## config.mk

```make
export PLATFORM = sky130hd
export DESIGN_NAME = fwd_hazard_unit
export DESIGN_NICKNAME = d
export VERILOG_FILES = /design/src/rtl/fwd_hazard_unit.sv
export SDC_FILE = /design/constraint.sdc
export NUM_CORES = 1
export LEC_CHECK = 0
export CAP_MARGIN = 10
export CORE_UTILIZATION = 35
export CTS_CLUSTER_DIAMETER = 120
export CTS_CLUSTER_SIZE = 10
export DETAILED_ROUTE_END_ITERATION = 6
export GPL_ROUTABILITY_DRIVEN = 0
export PLACE_DENSITY_LB_ADDON = 0.05
export SYNTH_ARGS = -nofsm -noshare
export SYNTH_HDL_FRONTEND = slang
export SYNTH_SLANG_ARGS = --single-unit
```

## constraint.sdc

```tcl
create_clock -name clk -period 1.65 [get_ports clk]
set_input_delay 0.165 -clock clk [delete_from_list [all_inputs] [get_ports clk]]
set_output_delay 0.165 -clock clk [all_outputs]
set_load 0.03 [all_outputs]
```

## src/rtl/fwd_hazard_unit.sv

```systemverilog
`timescale 1ns/1ps
// fwd_hazard_unit: shadow tag pipeline that drives EX operand forwarding selects and the ID load-use stall.
// Defining FWD_HAZARD_PERF_EN adds saturating stall/forward event counters.
module fwd_hazard_unit #(
    parameter int AW         = 5,
    parameter int NUM_SRC    = 2,
    parameter int DEPTH      = 3,
    parameter int LOAD_STAGE = 2,
    localparam int SW        = $clog2(DEPTH)
) (
    input  logic                  clk,
    input  logic                  rst,
    input  logic                  freeze_i,
    input  logic                  flush_i,
    input  logic                  id_valid_i,
    input  logic [NUM_SRC*AW-1:0] id_rs_i,
    input  logic [AW-1:0]         id_rd_i,
    input  logic                  id_regwrite_i,
    input  logic                  id_load_i,
    output logic                  stall_o,
    output logic [NUM_SRC*SW-1:0] fwd_sel_o
`ifdef FWD_HAZARD_PERF_EN
    ,
    output logic [31:0]           stall_cnt_o,
    output logic [31:0]           fwd_cnt_o
`endif
);

    logic [DEPTH-1:0] tag_v;
    logic [DEPTH-1:0] tag_we;
    logic [DEPTH-1:0] tag_ld;
    logic [AW-1:0]    tag_rd [DEPTH];
    logic [AW-1:0]    ex_rs  [NUM_SRC];
    logic [AW-1:0]    id_rs  [NUM_SRC];
    logic             id_we;
    logic             load_hit;
    logic             issue;

    always_comb begin
        for (int j = 0; j < NUM_SRC; j++) begin
            id_rs[j] = id_rs_i[j*AW +: AW];
        end
    end

    // x0 is never a producer, so a write to it is captured as a non-writer.
    assign id_we = id_regwrite_i & (id_rd_i != '0);

    always_comb begin
        load_hit = 1'b0;
        for (int j = 0; j < NUM_SRC; j++) begin
            for (int k = 0; k < LOAD_STAGE - 1; k++) begin
                if (tag_v[k] && tag_we[k] && tag_ld[k] &&
                    tag_rd[k] == id_rs[j] && id_rs[j] != '0) begin
                    load_hit = 1'b1;
                end
            end
        end
    end

    assign stall_o = id_valid_i & ~flush_i & ~freeze_i & load_hit;
    assign issue   = id_valid_i & ~stall_o & ~flush_i;

    // Oldest stage first so the youngest matching producer overwrites it; a
    // load whose data is not ready yet forces the register-file path.
    always_comb begin
        fwd_sel_o = '0;
        for (int j = 0; j < NUM_SRC; j++) begin
            for (int k = DEPTH - 1; k >= 1; k--) begin
                if (tag_v[k] && tag_we[k] && tag_rd[k] == ex_rs[j] && ex_rs[j] != '0) begin
                    fwd_sel_o[j*SW +: SW] = (tag_ld[k] && k < LOAD_STAGE) ? '0 : SW'(k);
                end
            end
        end
    end

    always_ff @(posedge clk) begin
        if (rst) begin
            tag_v  <= '0;
            tag_we <= '0;
            tag_ld <= '0;
            for (int k = 0; k < DEPTH; k++) begin
                tag_rd[k] <= '0;
            end
            for (int j = 0; j < NUM_SRC; j++) begin
                ex_rs[j] <= '0;
            end
        end else if (!freeze_i) begin
            tag_v  <= {tag_v[DEPTH-2:0], issue};
            tag_we <= {tag_we[DEPTH-2:0], issue & id_we};
            tag_ld <= {tag_ld[DEPTH-2:0], issue & id_load_i};
            for (int k = 1; k < DEPTH; k++) begin
                tag_rd[k] <= tag_rd[k-1];
            end
            tag_rd[0] <= issue ? id_rd_i : '0;
            for (int j = 0; j < NUM_SRC; j++) begin
                ex_rs[j] <= issue ? id_rs[j] : '0;
            end
        end
    end

`ifdef FWD_HAZARD_PERF_EN
    logic fwd_any;

    assign fwd_any = |fwd_sel_o;

    always_ff @(posedge clk) begin
        if (rst) begin
            stall_cnt_o <= '0;
            fwd_cnt_o   <= '0;
        end else if (!freeze_i) begin
            if (stall_o && stall_cnt_o != '1) begin
                stall_cnt_o <= stall_cnt_o + 32'd1;
            end
            if (fwd_any && fwd_cnt_o != '1) begin
                fwd_cnt_o <= fwd_cnt_o + 32'd1;
            end
        end
    end
`endif

endmodule

```

# ---- Yosys cells after proc, flatten, opt, wreduce, memory -nomap -nowiden
# Memories as Yosys holds them, arrays and structs flattened.
# Index checks and enable logic that the tools add are counted.
dict set report word_totals {
  ff_bits 8
  ram_bits 25
  inputBits 22
  output_inout_bits 5
  wordCells 68
  mem_count 2
}
# name words width read_ports rd_ports_with_merged_regs write_ports line_no
set mem_list {}
lappend mem_list {tag_rd 3 5 3 0 3 32} ;# logic [AW-1:0] tag_rd [DEPTH];
lappend mem_list {ex_rs 2 5 2 0 2 33} ;# logic [AW-1:0] ex_rs [NUM_SRC];
dict set report op_classes {
  eq_ne 6
  muxes 20
  bitwise 16
  reduce_logical 21
}
# operator n
set ops {}
lappend ops {{$mux 5} 8}
lappend ops {{$eq 5x5->1} 6}
lappend ops {{$reduce_bool 5->1} 5}
lappend ops {{$logic_and 1x1->1} 16}
lappend ops {{$and 1x1->1} 8}
lappend ops {{$mux 1} 8}
lappend ops {{$mux 2} 4}
lappend ops {{$or 1x1->1} 5}
lappend ops {{$not 1->1} 3}

# ---- Logic depth before layout (Yosys ltp)
dict set report logic_depth {
  ltp_word 12
  mapped_depth 6
  mapped_depth_nobuf 5
}

# ---- Least setup slack after synthesis
# No wires, ideal clock.
dict set report synth_path {
  path_kind {register to output}
  startpoint {memory ex_rs[0][1]}
  endpoint {output fwd_sel_o[1]}
  t_arrival_ps 2135
  required_time_ps 1485
  path_slack_ps -650
  path_stages_with_launch 5
  path_buffers 0
  cell_sequence {edfxtp_1 or4_1 nor2_1 nor3_1 nor4_1}
}
# element line_no
set synth_lines {}
lappend synth_lines {{from (decl)} 33}
lappend synth_lines {{to (decl)} 21} ;# output logic [NUM_SRC*SW-1:0] fwd_sel_o

==> results_dict.tcl <==
set metrics [dict create \
    status "finished, violations left" \
    violations "setup timing" \
    crit_path_end_kind "primary output" \
    crit_path_top_delay_cell "or4_4" \
    cts-buffers-inserted 5 \
    portBuffers 26 \
    finalCriticalPeriod_ps 1960 \
    worst_slack_ps -314 \
    slew_headroom_pct 74.4 \
    vdd_drop_max_mv 0.509 \
    antenna-diode-count 0 \
    placed_area_um2 2300 \
    slowest_delay_ps 550 \
    ys_seq_elements 33 \
    yosys_warnings 0 \
    dp_hpwl_mm 2.86 \
    start_util_pct 37.5 \
    cts.sinks 33 \
    syn_to_final_growth_pct 55.0 \
    setup_violations 23 \
    netlist_top_cells_area "edfxtp_1 44%, xnor2_1 11%, dfxtp_1 9.5%" \
    cts_tree "built" \
    clk_path_buf_depth 2 \
    critPathLaunchType "register" \
    routed_wl_mm 3.74 \
    grtUsageTotal_pct 16.1 \
    globalRouteOverflowTotal 0 \
    hold_ws_ps 485 \
    synth_cell_types 30 \
    routedWlPerCell_um 13.4 \
    rsz0062_at_grt "true" \
    power_density_nw_per_um2 713 \
    avgSynthCellArea_um2 11.6 \
    coreArea_um2 4500 \
    synth_fp_nets 167 \
    post-route-period-util_pct 119 \
    viasPerCell 4.82 \
    p_leak_nw 1.06 \
    clk_pin_slew_ps 60 \
    critPathMaxFanout 2 \
    cap_violations 0 \
    grt_pass1_vias 1397 \
    drtIter0Drc 27 \
    drv_slew 0 \
    ios 27 \
    synth_seq_area_share_pct 53.9 \
    final_cell_area_um2 2620 \
    netlist_area_um2 1690 \
    worst_skew_pair.late_latency_ps 270 \
    fin_nets 249 \
    setup_tns_ps -5350 \
    drc 0 \
    tightestPinTransition_ps 383 \
    antenna_found_initial 0 \
    async_flop_share_pct 0 \
    nFillCells 406 \
    die_area_um2 5110 \
    hold_viol_final 0 \
    worstHoldPathType "input port to register" \
    max_freq_mhz 509 \
    finClkSkew_ps 1.82 \
    dr.pass1.iters 5 \
    required_ps 1480 \
    synth_top_area_share_pct 44.4 \
    post-route-util_pct 58.1 \
    grt_pass1_wl_mm 6.26 \
    synth_edf_count 25 \
    worstSetupPathType "register to primary output" \
    row_count 24 \
    cts_hold_buf 0 \
    htreeDepth 2 \
    worstPathArrival_ps 1800 \
    drive_gt1_share_pct 41.2 \
    die_w_um 71.5 \
    synthFlopType "edfxtp_1" \
    postRouteAntennaNets 0 \
    crit_path_cell_trace "or4_4 > nor2_4 > buf_6 > nor3_2 > nor4_4 > buf_4" \
    vias 1349 \
    synthCells 145 \
    cts-root-buf "clkbuf_8" \
    grt_max_degree 26 \
    die_h_um 71.5 \
    synth_area_leader_cell "edfxtp_1" \
]
-- where the power goes --
| group | internal, W | leakage, nW | total [W] | switching [W] |
|---|---|---|---|---|
| clock | 0.000284 | 0.0430 | 0.000560 | 0.000276 |
| sequential | 0.000932 | 0.343 | 0.000964 | 0.0000322 |
| combinational | 0.000210 | 0.669 | 0.000343 | 0.000133 |
| total | 0.00143 | 1.06 | 0.00187 | 0.000442 |
-- worst max-delay path, delay by kind of cell, from the launching register on --
| family | cells | cell delay (ps) |
|---|---|---|
| AND/OR/NAND/NOR | 4 | 820 |
| flip-flops | 1 | 410 |
| buffers and inverters | 2 | 300 |
-- state kept, by name (all words and copies together), names as in the netlist --
register and flops:
ex_rs 10, tag_ld 2, tag_rd 15, tag_v 3, tag_we 3
-- path summary, 6_finish.rpt --
check,startpoint,end,slack (ps),cells past startpoint
hold reg to reg,tag_v[0],tag_v[0],500,1
setup / recovery,ex_rs[0][1],fwd_sel_o[1],-310,6
hold / removal,id_load_i,tag_ld[0],480,2
setup reg to reg,tag_rd[0][3],ex_rs[0][0],-260,7
-- through the flow --
stage	power (W)	worst slack, ps	instances
2_1_floorplan	0.00110	-180	145
3_3_place_gp	0.00125	-420	255
3_5_place_dp	0.00126	-471	255
4_1_cts	0.00186	-371	274
5_1_grt	0.00196	-389	280
6_report	0.00187	-314	280
-- repair_timing --
action                     4_1_cts  5_1_grt
setup endpoints to repair       23       23
resized for setup               31       10
buffers inserted                11        6
pin swaps                       27        9
-- layout make-up --
class                           count  area, um^2  share of cell area [%]
Tap cell                           52        65.1                    2.48
Clock inverter                      3        12.5                   0.478
Multi-Input combinational cell    104         862                    32.9
Timing Repair Buffer               78         681                    26.0
Inverter                            5        18.8                   0.717
Sequential cell                    33         911                    34.8
Clock buffer                        5        68.8                    2.63
-- logic make-up after synthesis --
kind of cell,Yosys count,synth area share (%)
xor+xnor,25,13.0
buf+inv,8,2.22
flops,33,53.9
mux,5,2.96
simple gates,64,22.4
compound gates,10,5.48
-- metal layers --
layer	up-vias	GRT usage (%)	routed length (um)
li1	682	-	-
met1	634	18.7	1640
met2	29	29.4	1940
met3	4	4.36	125
met4	0	3.70	31
met5	-	0	0
-- synthesized netlist by cell type, drive strengths merged (2+ instances only) --
cell type and count:
xnor2 21, dfxtp 8, nand3 5, inv 5
nor4 5, o41ai 2, edfxtp 25, a211oi 2
nor2 13, nand2 6, nor3 5, xor2 4
mux2i 5, nand4 4, and2 22, clkbuf 2
-- cell usage in the layout, fill, tap and decap left out, types with 6 or more instances in the layout --
cell type        synthesis  routed
buf_4                    0      48
nor2_1                  13      11
and2_4                   0      10
xnor2_1                 21      19
edfxtp_1                25      25
dfxtp_1                  8       8
nand2_1                  6       6
and2_1                   9       9
buf_6                    1       8
clkdlybuf4s50_1          0      21
(Power assumes the default switching activity.)
==> RTL change 1: new RTL, same settings <==
The parameter `DEPTH` goes from 3 to 6.
--- a/src/rtl/fwd_hazard_unit.sv
+++ b/src/rtl/fwd_hazard_unit.sv
@@ -6,3 +6,3 @@
     parameter int NUM_SRC    = 2,
-    parameter int DEPTH      = 3,
+    parameter int DEPTH      = 6,
     parameter int LOAD_STAGE = 2,
Interface: changed (resized fwd_sel_o); port bits go from 27 to 29. The function was not compared with the original's and may differ.
==> RTL change 1 against the original RTL <==
The flow still finishes with violations (setup timing). Total power up 61%. Setup slack worse by 0.37 ns. Final area up 61%. Via count rose by 63%. Combinational power increased by 49%. Count of clock-buffer cells in the layout unchanged. Synthesized cell count up 83%. Sequential share of layout area grew 0.29 points. Sequential cell count rose by 21. Routed wire length is 85% higher. Area after synthesis rose by 74%. Critical path type unchanged.
==> RTL change 1: results (changes against the original RTL) <==
STA
  • Clk_skew: 0.00473 ns (+0.00291 ns)
  • WHS: 0.456 ns (-0.0289 ns)
  • Fin worst setup slack: -0.686 ns (-0.372 ns)
  • Max-slew headroom: 0.651 (-0.0924)
  • Endpoints failing setup: 25 (+8.7%)
  • TNS Setup: -9.16 ns (-3.81 ns)

Route
  • Met2 WL: 3460 um (+78%)
  • Via density: 4.81 (-0.16%)
  • Pre-antenna DRT Iters: 4 (-1)
  • Iteration-0 DRC Markers: 84 (+210%)
  • Wl on met1: 3100 um (+89%)

Finish
  • Share of layout cells above drive strength 1: 0.368 (-0.0440)
  • Top flop regs: tag_rd (30), ex_rs (10)
  • Final Non-Filler Cells: 458 (+64%)

Critical path
  • FF-to-FF path depth: 6 (-1)
  • FF-to-FF End: ex_rs[0][6]$_SDFFCE_PN0P_
  • R2R Setup Slk: -0.33 ns (-0.07 ns)

Placement
  • Pre-CTS WS: -0.643 ns (-0.172 ns)
  • Hpwl dp: 5160 um (+80%)
  • # port buffers: 28 (+7.7%)
  • Placed Instance Area: 3830 um^2 (+67%)

Power and ir drop
  • Leakage power figure: 0.00164 uW (+55%)
  • VDD IR max: 604 uV (+19%)

Synthesis
  • Count of different cell masters after synthesis: 39 (+30%)
  • Main area contributors after synthesis: edfxtp_1 (41%), xnor2_1 (14%), dfxtp_1 (9.5%)
  • Number of flops mapped to enable cells by yosys: 40 (+60%)
  • Syn Area/Cell: 11.1 um^2 (-4.8%)
  • Most frequent cells after synthesis: xnor2_1 (46), edfxtp_1 (40), and2_1 (39)

Run status
  • Failing checks: setup timing
  • Status: finished with violations

Global route
  • Largest net degree at the start of global routing: 41 (+58%)
  • GRT Overall Usage: 0.167 (+0.00608)
  • Global-route met2 utilization: 0.279 (-0.0148)
  • GR Util met1: 0.214 (+0.0269)
  • GRT met3 Usage: 0.0332 (-0.0104)
  • Vias in the first global route: 2125 (+52%)

Clock network
  • Clock-pin slew of the registers on the worst-case setup and hold paths: 0.10 ns (+0.04 ns)
==> RTL change 1: changes by cell type after synthesis, moves of 5 or more <==
cell	delta
dfxtp_1	+6
mux2i_1	+6
nand4_1	+6
nor2_1	+5
edfxtp_1	+15
and2_1	+30
xor2_1	+5
xnor2_1	+25
and2_2	-13
buf_2	+8
==> RTL change 1: area by class of cell <==
class / count / area [um^2]
clock buffer: 5 / 68.8
clock inverter: 3 / 45.0
fill: 738 / 3950
inverter: 6 / 26.3
multi-input combinational: 189 / 1600
sequential: 54 / 1480
tap: 105 / 131
timing repair buffer: 96 / 871
==> RTL change 1: cell families after synthesis <==
family                 count (synthesis)  synth area share
AO/OA/AOI/OAI                         15            0.0477
flip-flops                            54             0.504
buffers and inverters                 22            0.0340
multiplexers                          11            0.0374
XOR/XNOR                              55             0.164
AND/OR/NAND/NOR                      108             0.213
==> RTL change 1: report_power, final <==
part           leakage (uW)  internal [uW]  switching, uW
clock network     0.0000504            452            469
logic               0.00103            284            226
registers          0.000558           1520           63.0
==> RTL change 2: new RTL, config.mk and constraints unchanged <==
Made on the original files. The option `FWD_HAZARD_PERF_EN` is turned on by a define.
--- a/src/rtl/fwd_hazard_unit.sv
+++ b/src/rtl/fwd_hazard_unit.sv
@@ -3,2 +3,4 @@
 // Defining FWD_HAZARD_PERF_EN adds saturating stall/forward event counters.
+`define FWD_HAZARD_PERF_EN
+
 module fwd_hazard_unit #(
Formal check against the unedited RTL (old outputs only; new: fwd_cnt_o and stall_cnt_o): equivalent (equiv_simple and equiv_induct, registers matched by name and starting in step).
==> RTL change 2 against the original RTL <==
The flow still finishes with violations (setup timing). Setup slack got worse by 0.36 ns. Total power increased to 2.6 times the old value. Sequential cell count rose by 64. Final area grew to 3.3 times the old value. Routed wire length increased to 4.1 times the old value. Global-route usage rose by 4.7 points. Sequential share of layout area shrank 8.1 points. Area after synthesis grew to 3.0 times the old value. Critical path type is now reg2reg. Largest cell class is now multi-input combinational cells. Largest power group unchanged.
==> RTL change 2: results (changes against the original RTL) <==
STA
  • Worst-margin pin slew: 0.346 ns (-0.0367 ns)
  • Fin worst setup slack: -0.679 ns (-0.364 ns)
  • Endpoints failing setup: 87 (+280%)
  • Clk_skew: 0.00471 ns (+0.00289 ns)

Placement
  • Placed Cells: 952 (+270%)
  • Hpwl dp: 10700 um (+270%)

Global route
  • GRT met3 Usage: 0.0304 (-0.0132)
  • GR peak layer: met2
  • Largest net degree at the start of global routing: 44 (+69%)
  • Global-route met2 utilization: 0.363 (+0.0687)
  • GRT Overall Usage: 0.207 (+0.0469)
  • Vias in the first global route: 5218 (+270%)

Route
  • Via density: 5.20 (+7.9%)
  • Met3 WL: 517 um (+310%)
  • Wl on met1: 6820 um (+320%)
  • DRT Wirelength: 15200 um (+310%)
  • Iteration-0 DRC Markers: 250 (+830%)

Synthesis
  • Syn nets: 573 (+240%)
  • Syn Area/Cell: 9.12 um^2 (-22%)
  • Most frequent cells after synthesis: dfxtp_1 (72), nor2_1 (48), a21oi_1 (39)
  • Register area share after synthesis: 0.438 (-0.101)
  • Count of different cell masters after synthesis: 57 (+90%)
  • Main area contributors after synthesis: dfxtp_1 (29%), edfxtp_1 (15%), nand4_1 (4.4%)
  • Synth Area in Adders: 0.00500 (+0.00500)
  • Post-synthesis compound-gate area fraction: 0.119 (+0.0644)

Finish
  • Filler Cell Count: 1190 (+190%)
  • Top flop regs: fwd_cnt_o (32), stall_cnt_o (32), tag_rd (15)
  • Share of layout cells above drive strength 1: 0.401 (-0.0115)
  • Final #Nets: 830 (+230%)
  • Final Non-Filler Cells: 991 (+250%)

Clock network
  • Setup bufs post-CTS: 20 (+9)
  • Clk root buf: clkbuf_16
  • Worst-Skew Late Latency: 0.34 ns (+0.07 ns)
  • Clk buf depth: 2 (unchanged)
  • H-tree depth: 3 (+1)
  • CTS resizes: 71 (+130%)

Critical path
  • CP max stage cell: or4_1
  • Arrival @ worst endpoint: 2.56 ns (+0.76 ns)
  • Largest fanout on the critical path: 14 (+12)
  • FF-to-FF path depth: 8 (+1)
  • FF-to-FF End: fwd_cnt_o[12]$_SDFFE_PP0P_
  • Critical Path End: fwd_cnt_o[12]$_SDFFE_PP0P_
  • Critical Path Start: ex_rs[0][6]$_SDFFCE_PN0P_

Worst hold path
  • Hold depth: 2 (unchanged)
  • Hold_sp: rst

Power and ir drop
  • VDD IR max: 451 uV (-11%)
  • Leakage power figure: 0.00393 uW (+270%)

Run status
  • Failing checks: setup timing
  • Status: finished with violations
## RTL change 2: changes by cell type in the layout (fill, tap and decap cells not counted), sizes merged, moves of 16 or more
cell          delta
buf            +130
dfxtp           +64
a21oi           +40
nor2            +36
dlygate4sd2     +31
nand4           +31
dlymetal6s2s    +26
nand3           +24
o21ai           +23
or3             +23
or4             +20
xor2            +20
nand2           +16
## RTL change 2: logic make-up after synthesis
logic type      count (synthesis)
compound gates                 94
xor+xnor                       47
fa+ha+maj                       2
buf+inv                        31
flops                          97
mux                             9
simple gates                  269
## RTL change 2: stage by stage
stage	instance area [um^2]	total power (uW)	hold slack, ns	setup TNS (ns)	util
3_3_place_gp	7640	2860	0.489	-41.30	0.549
3_5_place_dp	7640	2870	0.506	-44.36	0.549
5_1_grt	8530	4990	0.168	-51.50	0.612
6_report	8530	4800	0.153	-42.19	0.612
2_1_floorplan	5420	2700	0.291	-29.39	-
4_1_cts	8240	4820	0.145	-38.92	0.591
## RTL change 2: power by group
group          internal, uW  switching (uW)  leakage, uW  total (uW)
Clock                  1020             905     0.000130        1930
Combinational           207             182      0.00292         389
Sequential             2440            41.5     0.000881        2490
Total                  3670            1130      0.00393        4800
## RTL change 2: worst register-to-register path: stages, from the launching register on
cell and delay [ns]:
edfxtp_1 0.44, or4_1 0.56, nor2_2 0.16, a2111oi_4 0.07, or2_4 0.26, nor2_4 0.21
buf_12 0.18, nor4_2 0.06, mux2_1 0.29
## RTL change 2: area by class of cell
cell class                      count  area share
Inverter                            3     0.00132
Clock inverter                      5     0.00367
Multi-Input combinational cell    421       0.375
Sequential cell                    97       0.267
Clock buffer                       11      0.0273
Tap cell                          180      0.0264
Timing Repair Buffer              274       0.300
